**src/rtl/cfg_space_arbiter_if.sv**
```systemverilog
// cfg_space_arbiter_if: bundles the two requester ports and the shared
// config-space port seen by cfg_space_arbiter.
// master = requesters plus config-space side (drives requests and read data),
// slave  = the arbiter itself.
interface cfg_space_arbiter_if #(
    parameter int ADDR_W = 8,
    parameter int DATA_W = 32
);
    logic              req0_valid;
    logic              req0_write;
    logic [ADDR_W-1:0] req0_addr;
    logic [DATA_W-1:0] req0_wdata;
    logic              req0_ready;
    logic              req0_done;
    logic [DATA_W-1:0] req0_rdata;

    logic              req1_valid;
    logic              req1_write;
    logic [ADDR_W-1:0] req1_addr;
    logic [DATA_W-1:0] req1_wdata;
    logic              req1_ready;
    logic              req1_done;
    logic [DATA_W-1:0] req1_rdata;

    logic              c_read;
    logic              c_write;
    logic [ADDR_W-1:0] c_address;
    logic [DATA_W-1:0] c_data_in;
    logic [DATA_W-1:0] c_data_out;

    logic              busy;
    logic              grant_id;

    modport master (
        output req0_valid, req0_write, req0_addr, req0_wdata,
        output req1_valid, req1_write, req1_addr, req1_wdata,
        output c_data_out,
        input  req0_ready, req0_done, req0_rdata,
        input  req1_ready, req1_done, req1_rdata,
        input  c_read, c_write, c_address, c_data_in,
        input  busy, grant_id
    );

    modport slave (
        input  req0_valid, req0_write, req0_addr, req0_wdata,
        input  req1_valid, req1_write, req1_addr, req1_wdata,
        input  c_data_out,
        output req0_ready, req0_done, req0_rdata,
        output req1_ready, req1_done, req1_rdata,
        output c_read, c_write, c_address, c_data_in,
        output busy, grant_id
    );
endinterface

```
**src/rtl/cfg_space_arbiter.sv**
```systemverilog
// cfg_space_arbiter: shares one config-space port between the sideband
// register handler (req0) and the lane-training FSM (req1). One access is
// issued per grant; reads wait RD_LAT cycles before data returns.
// Build option: define CFG_ARB_FIXED_PRIO_EN for strict priority (req0 wins
// ties); otherwise ties are resolved round-robin.
module cfg_space_arbiter #(
    parameter int ADDR_W = 8,
    parameter int DATA_W = 32,
    parameter int RD_LAT = 1
) (
    input logic                local_clk,
    input logic                rst,
    cfg_space_arbiter_if.slave bus
);
    localparam logic [3:0] LAT_LAST = 4'(RD_LAT - 1);

    typedef enum logic [1:0] {IDLE, ISSUE, WAIT, DONE} state_t;

    state_t            state;
    logic              last_grant;
    logic              cur_write;
    logic [3:0]        lat_cnt;
    logic              winner;
    logic              accept;
    logic              sel_write;
    logic [ADDR_W-1:0] sel_addr;
    logic [DATA_W-1:0] sel_wdata;

    // Choose the requester to serve and mux its request fields; accept is
    // gated by rst so ready is low while reset is held.
    always_comb begin
        winner = 1'b0;
`ifdef CFG_ARB_FIXED_PRIO_EN
        winner = ~bus.req0_valid;
`else
        if (bus.req0_valid && bus.req1_valid)
            winner = ~last_grant;
        else
            winner = ~bus.req0_valid;
`endif
        accept    = rst && (state == IDLE) && (bus.req0_valid || bus.req1_valid);
        sel_write = winner ? bus.req1_write : bus.req0_write;
        sel_addr  = winner ? bus.req1_addr  : bus.req0_addr;
        sel_wdata = winner ? bus.req1_wdata : bus.req0_wdata;
    end

    assign bus.req0_ready = accept & ~winner;
    assign bus.req1_ready = accept &  winner;
    assign bus.busy       = (state != IDLE);

    // Access sequencer: latch on accept, strobe once in ISSUE, count out the
    // read latency in WAIT, pulse done to the granted requester in DONE.
    always_ff @(posedge local_clk or negedge rst) begin
        if (!rst) begin
            state          <= IDLE;
            last_grant     <= 1'b1;
            cur_write      <= 1'b0;
            lat_cnt        <= '0;
            bus.c_read     <= 1'b0;
            bus.c_write    <= 1'b0;
            bus.c_address  <= '0;
            bus.c_data_in  <= '0;
            bus.grant_id   <= 1'b0;
            bus.req0_done  <= 1'b0;
            bus.req1_done  <= 1'b0;
            bus.req0_rdata <= '0;
            bus.req1_rdata <= '0;
        end else begin
            bus.req0_done <= 1'b0;
            bus.req1_done <= 1'b0;
            case (state)
                IDLE: begin
                    if (accept) begin
                        cur_write     <= sel_write;
                        bus.c_write   <= sel_write;
                        bus.c_read    <= ~sel_write;
                        bus.c_address <= sel_addr;
                        bus.c_data_in <= sel_wdata;
                        bus.grant_id  <= winner;
                        last_grant    <= winner;
                        state         <= ISSUE;
                    end
                end
                ISSUE: begin
                    bus.c_read  <= 1'b0;
                    bus.c_write <= 1'b0;
                    lat_cnt     <= '0;
                    if (cur_write) begin
                        state <= DONE;
                        if (bus.grant_id) bus.req1_done <= 1'b1;
                        else              bus.req0_done <= 1'b1;
                    end else begin
                        state <= WAIT;
                    end
                end
                WAIT: begin
                    if (lat_cnt == LAT_LAST) begin
                        lat_cnt <= '0;
                        state   <= DONE;
                        if (bus.grant_id) begin
                            bus.req1_rdata <= bus.c_data_out;
                            bus.req1_done  <= 1'b1;
                        end else begin
                            bus.req0_rdata <= bus.c_data_out;
                            bus.req0_done  <= 1'b1;
                        end
                    end else begin
                        lat_cnt <= lat_cnt + 4'd1;
                    end
                end
                DONE: begin
                    state <= IDLE;
                end
                default: begin
                    state <= IDLE;
                end
            endcase
        end
    end
endmodule

```
**src/flat_wrapper.sv**
```systemverilog
// flat-port wrapper written by rule: the top's interface ports become plain ports
module cfg_space_arbiter_flat 
#(
    parameter int ADDR_W = 8,
    parameter int DATA_W = 32,
    parameter int RD_LAT = 1
)
  (local_clk, rst, bus_req0_valid, bus_req0_write, bus_req0_addr, bus_req0_wdata, bus_req1_valid, bus_req1_write, bus_req1_addr, bus_req1_wdata, bus_c_data_out, bus_req0_ready, bus_req0_done, bus_req0_rdata, bus_req1_ready, bus_req1_done, bus_req1_rdata, bus_c_read, bus_c_write, bus_c_address, bus_c_data_in, bus_busy, bus_grant_id);
  cfg_space_arbiter_if #(.ADDR_W(ADDR_W), .DATA_W(DATA_W)) bus_i ();
  input logic local_clk;
  input logic rst;
  input wire logic [$bits(bus_i.req0_valid)-1:0] bus_req0_valid;
  input wire logic [$bits(bus_i.req0_write)-1:0] bus_req0_write;
  input wire logic [$bits(bus_i.req0_addr)-1:0] bus_req0_addr;
  input wire logic [$bits(bus_i.req0_wdata)-1:0] bus_req0_wdata;
  input wire logic [$bits(bus_i.req1_valid)-1:0] bus_req1_valid;
  input wire logic [$bits(bus_i.req1_write)-1:0] bus_req1_write;
  input wire logic [$bits(bus_i.req1_addr)-1:0] bus_req1_addr;
  input wire logic [$bits(bus_i.req1_wdata)-1:0] bus_req1_wdata;
  input wire logic [$bits(bus_i.c_data_out)-1:0] bus_c_data_out;
  output wire logic [$bits(bus_i.req0_ready)-1:0] bus_req0_ready;
  output wire logic [$bits(bus_i.req0_done)-1:0] bus_req0_done;
  output wire logic [$bits(bus_i.req0_rdata)-1:0] bus_req0_rdata;
  output wire logic [$bits(bus_i.req1_ready)-1:0] bus_req1_ready;
  output wire logic [$bits(bus_i.req1_done)-1:0] bus_req1_done;
  output wire logic [$bits(bus_i.req1_rdata)-1:0] bus_req1_rdata;
  output wire logic [$bits(bus_i.c_read)-1:0] bus_c_read;
  output wire logic [$bits(bus_i.c_write)-1:0] bus_c_write;
  output wire logic [$bits(bus_i.c_address)-1:0] bus_c_address;
  output wire logic [$bits(bus_i.c_data_in)-1:0] bus_c_data_in;
  output wire logic [$bits(bus_i.busy)-1:0] bus_busy;
  output wire logic [$bits(bus_i.grant_id)-1:0] bus_grant_id;
  assign bus_i.req0_valid = bus_req0_valid;
  assign bus_i.req0_write = bus_req0_write;
  assign bus_i.req0_addr = bus_req0_addr;
  assign bus_i.req0_wdata = bus_req0_wdata;
  assign bus_i.req1_valid = bus_req1_valid;
  assign bus_i.req1_write = bus_req1_write;
  assign bus_i.req1_addr = bus_req1_addr;
  assign bus_i.req1_wdata = bus_req1_wdata;
  assign bus_i.c_data_out = bus_c_data_out;
  assign bus_req0_ready = bus_i.req0_ready;
  assign bus_req0_done = bus_i.req0_done;
  assign bus_req0_rdata = bus_i.req0_rdata;
  assign bus_req1_ready = bus_i.req1_ready;
  assign bus_req1_done = bus_i.req1_done;
  assign bus_req1_rdata = bus_i.req1_rdata;
  assign bus_c_read = bus_i.c_read;
  assign bus_c_write = bus_i.c_write;
  assign bus_c_address = bus_i.c_address;
  assign bus_c_data_in = bus_i.c_data_in;
  assign bus_busy = bus_i.busy;
  assign bus_grant_id = bus_i.grant_id;
  cfg_space_arbiter #(.ADDR_W(ADDR_W), .DATA_W(DATA_W), .RD_LAT(RD_LAT)) u_core (.local_clk(local_clk), .rst(rst), .bus(bus_i));
endmodule
```
**config.mk**
```make
export PLATFORM = sky130hd
export DESIGN_NAME = cfg_space_arbiter_flat
export DESIGN_NICKNAME = d
export VERILOG_FILES = /design/src/rtl/cfg_space_arbiter_if.sv /design/src/rtl/cfg_space_arbiter.sv /design/src/flat_wrapper.sv
export SDC_FILE = /design/constraint.sdc
export NUM_CORES = 1
export LEC_CHECK = 0
export CORE_MARGIN = 3
export CORE_UTILIZATION = 44
export DETAILED_ROUTE_END_ITERATION = 7
export PLACE_DENSITY = 0.95
export SYNTH_ARGS = -nofsm -noshare
export SYNTH_HDL_FRONTEND = slang
export SYNTH_SLANG_ARGS = --single-unit
```
**constraint.sdc**
```tcl
create_clock -name local_clk -period 4.1 [get_ports local_clk]
set_input_delay 0.41 -clock local_clk [delete_from_list [all_inputs] [get_ports local_clk]]
set_output_delay 0.41 -clock local_clk [all_outputs]
set_load 0.01 [all_outputs]
```
# --- Word-level counts from Yosys, hierarchy flattened ---
# Cells that the tools add are included.
word_totals:
  ff_bits: 117
  input_bits: 118
  out_inout_bits: 112
classes:
  add_sub_neg: 1
  eq_ne: 5
  n_mux: 22
  n_bitwise: 7
  reduce_logical: 14
op_table:
  columns: ["cell", "n"]
  rows:
  - ["32-bit two-way mux", 1]
  - ["1-bit two-way mux", 11]
  - ["8-bit two-way mux", 1]
  - ["1-bit one-hot mux with 2 select lines", 4]
  - ["2-bit one-hot mux with 4 select lines", 1]
  - ["4-bit one-hot mux with 2 select lines", 1]
  - ["2-bit AND reduction", 3]
  - ["3-bit AND reduction", 2]
  - ["2-bit nonzero test", 3]
  - ["1-bit NOT", 5]
  - ["4-bit by 1-bit adder with 4-bit output, second input constant", 1]
  - ["2-bit equality test, second input constant", 2]
  - ["4-bit zero test", 1]
  - ["2-bit two-way mux", 2]
  - ["4-bit two-way mux", 1]
  - ["2-bit by 1-bit inequality test with 1-bit output, second input constant", 2]
  - ["1-bit logical AND", 3]
  - ["1-bit bitwise AND", 2]
  - ["2-bit by 1-bit equality test with 1-bit output, second input constant", 1]
  - ["2-bit zero test", 1]
  - ["1-bit logical OR", 1]

# --- Longest topological paths before layout ---
depth:
  word_depth: 6
  depth_mapped: 8
  depth_no_buf: 6

# --- Least setup slack after synthesis ---
# Ideal clock, no wire load.
synth_timing:
  kind: "register -> output"
  from: "register u_core.state[0]"
  to: "output bus_req1_ready"
  arrival_ps: 1407
  required_ps: 3690
  path_slack_ps: 2283
  path_stages_with_launch: 6
  n_path_buf: 1
  path_cell_list: "dfrtp_1 -> inv_1 -> ha_1 -> nand2_2 -> a211oi_4 -> buf_6"
synth_via:
  elab_chain_len: 4
synth_lines:
  columns: ["item", "line", "source"]
  rows:
  - ["start, declared", "cfg_space_arbiter.sv:19", "state_t state;"]
  - ["start signal, assigned", "cfg_space_arbiter.sv:55", "state <= IDLE;"]
  - ["start signal, assigned", "cfg_space_arbiter.sv:81", "state <= ISSUE;"]
  - ["start signal, assigned", "cfg_space_arbiter.sv:89", "state <= DONE;"]
  - ["2-bit zero test", "cfg_space_arbiter.sv:41", "accept = rst && (state == IDLE) && (bus.req0_valid || bus.req1_valid);"]
  - ["1-bit logical AND (2 in a row)", "cfg_space_arbiter.sv:41", null]
  - ["1-bit bitwise AND", "cfg_space_arbiter.sv:48", "assign bus.req1_ready = accept & winner;"]
  - ["end, declared", "flat_wrapper.sv:24", "output wire logic [$bits(bus_i.req1_ready)-1:0] bus_req1_ready;"]
# Every way passes these cells.

# --- Final worst setup path ---
layout_timing:
  from: "register u_core.state[0]"
  to: "output bus_req0_ready"
layout_via:
  elab_chain_len: 4
layout_lines:
  columns: ["item", "line", "source"]
  rows:
  - ["2-bit zero test", "cfg_space_arbiter.sv:41", null]
  - ["1-bit logical AND (2 in a row)", "cfg_space_arbiter.sv:41", null]
  - ["1-bit bitwise AND", "cfg_space_arbiter.sv:47", "assign bus.req0_ready = accept & ~winner;"]
  - ["end, declared", "flat_wrapper.sv:21", "output wire logic [$bits(bus_i.req0_ready)-1:0] bus_req0_ready;"]
# Every way passes these cells.

==> results.txt <==
The worst setup path is of the flop to output port kind. The largest total area in the synthesized netlist belongs to sky130_fd_sc_hd__dfrtp_1. Of all flip-flops after synthesis, the portion carrying an async set or reset was 100.0%. The detailed-placement wirelength estimate is between 10000 and 15000 um. The leakage power figure came out at 3.629 nW.

The layout overhead on the synthesized area came out at 61.99%. In this run the number of H-tree levels came out at 4. The number of fill cells in the layout came out at 640. The worst setup path startpoint is u_core.state[0].

The transition time of the tightest slew-check pin is 1.058 ns. The repair_antennas step left the layout with diodes totalling 0. The insertion delay of the later-clocked pin in the worst-skew pair came out at 0.51 ns.

The average wire per cell in the routed design is 20.35 um. The commonest cells after synthesis are 116 x sky130_fd_sc_hd__dfrtp_1, 61 x sky130_fd_sc_hd__mux2_1, 43 x sky130_fd_sc_hd__a21o_1. Entering global routing, the biggest net connects 68 pins. The number of vias per cell is 5.425. The region available for standard cell placement spans 0.01051 sq mm. The post-route non-filler standard cell count is 723. The total power density per cell area is approximately 790 mW/mm^2. The run finished with clean final reports. The final layout contains routed wiring with a total length of 14710 um. The starting utilization of the core area came out at 46.02%. Headroom to the max-slew limit came out at 29.16%.

In the post-synthesis netlist, the biggest area contributors are sky130_fd_sc_hd__dfrtp_1 60%, sky130_fd_sc_hd__mux2_1 14%, sky130_fd_sc_hd__a22o_1 7.2%, sky130_fd_sc_hd__a21o_1 6.7%, sky130_fd_sc_hd__ha_1 1.6%. STA classifies the critical path startpoint as a flop. The number of setup buffers added after CTS is 0. The register cell area after layout came out at a little under 0.003 sq mm. Hold repair after CTS inserted 0 buffers. The tree built by TritonCTS fans out to about 120 sinks. The utilization after layout is 74.54%. The footprint of the multi-input gates is 0.001747 sq mm. The number of nets in the layout came out at approximately 700. between 200 and 250 I/O pins were placed. The total number of vias is roughly 3900.

The total overflow reported by the global router came out at 0. The sequential area share after synthesis came out at roughly three fifths. The clock arrives with 0.01078 ns of skew. At the worst endpoint, the arrival time is between 2 and 3 ns. The portion of the clock cycle consumed by the worst path in the final layout is 76.23%.

The nature of the critical path endpoint is an output port. After synthesis the cells add up to 0.004836 sq mm. The final number of hold-violating endpoints is 0.

The die is 110.8 um wide. The number of iterations in the first detailed-routing pass came out at 5. TritonCTS built the clock tree. When the netlist entered floorplanning its net count stood at 464.

The final routed DRC violation total is 0. The cell with the most instances after synthesis is sky130_fd_sc_hd__dfrtp_1. After layout, the worst setup slack is between 0.9 and 1 ns.

The via count of the first global-routing pass is 4274. The count of distinct cell types in the synthesized netlist is 33. The mean cell area of the mapped netlist came out at 14.22 sq um. The peak supply drop came out at 0.3943 mV. The count of warnings emitted by yosys is 0. The routability congestion estimate from global placement is 0.8625. The die covers 0.01228 sq mm.

The post-route minimum period came out at 3.126 ns. In the global route stage, overall resource usage came out at 23.97%. The post-placement cell count came out at 692. Data on the critical path is required at its endpoint by 3.69 ns.

The number of buffers created by CTS came out at 17. The wire length of the first global-routing pass is 22850 um. The worst register-to-register path begins at u_core.state[0].

Counting flops and latches in the post-synthesis netlist gives between 100 and 150. The tool flagged a number of max-cap violations equal to 0. In this run the core area contains 37 standard-cell rows.

For this run, the top clock speed supported by timing is 0.3199 GHz. The detailed router's first-iteration violation count came out at 197. The tree is rooted in a sky130_fd_sc_hd__clkbuf_8. The die is 110.8 um tall.

The number of buffer cells added on primary ports is 229. The maximum clock path buffer count came out at 2. The share of synthesized area in the top cell type comes to 60.03%. Synthesis produced a netlist whose cell count is 340. The number of endpoints failing setup at the final stage came out at 0. The number of antenna violations at the first check in global routing is 0. The max-slew violation total from the final report came out at 0.

The number of enable-type register cells in the synthesized netlist is 0. Among all flip-flop cells after synthesis, the most frequent one is sky130_fd_sc_hd__dfrtp_1. The largest fanout of any net on the critical path is between 40 and 50. The clock transition at the registers of the reported paths is 0.05 ns. The final-layout setup total negative slack came out at 0 ns. The minimum setup slack after placement came out at 1.405 ns. The number of nets with antenna violations after detailed routing is 0. The minimum setup slack among reg-to-reg paths is 1.93 ns. Setup repair after global routing left no endpoint under its margin. The path class of the tightest hold or removal check is input port to asynchronous set/reset pin. The number of gates given a new drive strength after cts came out at 0. The post-route netlist has 8.518% of its cells at a drive strength greater than 1.
## report_power, final
group / internal [mW] / switching (mW) / leakage [nW]
registers: 1.72 / 0.327 / 1.42
clock network: 1.00 / 0.498 / 0.300
logic: 1.59 / 1.09 / 1.91
## routing by layer
layer	part of all wire [%]	up-vias	track usage, %
met2	49	227	40.41
met3	11	28	10.48
li1	-	1716	-
met1	38	1951	26.46
met5	0	-	0
met4	2.6	0	9.934
## sequential cells by signal (all words and copies together), names as in the netlist
signal                 count
u_core.bus.c_address       8
u_core.bus.c_data_in      32
u_core.bus.c_read          1
u_core.bus.c_write         1
u_core.bus.grant_id        1
u_core.bus.req0_done       1
u_core.bus.req0_rdata     32
u_core.bus.req1_done       1
u_core.bus.req1_rdata     32
u_core.cur_write           1
u_core.last_grant          1
u_core.lat_cnt             4
u_core.state               2
## cells by family (layout without fill, tap and decap cells)
family,Yosys count,after routing,share of synthesized area [%]
compound gates,98,98,16.27
fa+ha+maj,6,6,1.552
buf+inv,30,277,3.674
flops,117,117,60.57
mux,68,68,15.76
simple gates,21,21,2.174
## stage by stage
step / instance area (sq um) / hold slack [ns] / total power [mW]
finish: 7834 / 0.1092 / 6.221
global route: 7834 / 0.1361 / 6.536
CTS: 7834 / 0.1094 / 6.289
detailed placement: 7226 / 0.4740 / 4.747
global placement: 7226 / 0.4668 / 4.601
floorplan: 4836 / 0.1144 / 3.221
## cell type report
type                    count  area share [%]
flip-flops and latches    117           37.39
repair buffers            236           29.90
multi-input cells         193           22.30
clock buffers              23           6.213
well taps                 136           2.172
clock inverters             8           1.549
inverters                  10          0.4792
## final timing paths
| check | endpoint | depth (start not counted) |
|---|---|---|
| max reg2reg | u_core.bus.c_data_in[3] | 7 |
| max in group asynchronous | u_core.bus.req1_rdata[30] | 3 |
| min | u_core.bus.req1_rdata[3] | 2 |
| min reg2reg | u_core.bus.req0_rdata[30] | 1 |
| min in group local_clk | u_core.bus.req0_rdata[30] | 1 |
| max | bus_req0_ready | 6 |
## critical path, stage by stage, from the launching register on
cell	delay (ns)
sky130_fd_sc_hd__dfrtp_1	0.40
sky130_fd_sc_hd__inv_1	0.15
sky130_fd_sc_hd__ha_1	0.35
sky130_fd_sc_hd__nand2_2	0.14
sky130_fd_sc_hd__nor2_2	0.14
sky130_fd_sc_hd__buf_4	0.40
sky130_fd_sc_hd__clkdlybuf4s50_1	0.63
## cell usage in the layout (no fill, tap or decap), drive strengths merged, types with 7 or more instances in the layout
cell type	n
clkdlybuf4s50	228
dfrtp	116
mux2	65
a21o	43
a22o	40
clkbuf	23
inv	10
buf	8
nand2	7
(Power assumes the default switching activity.)
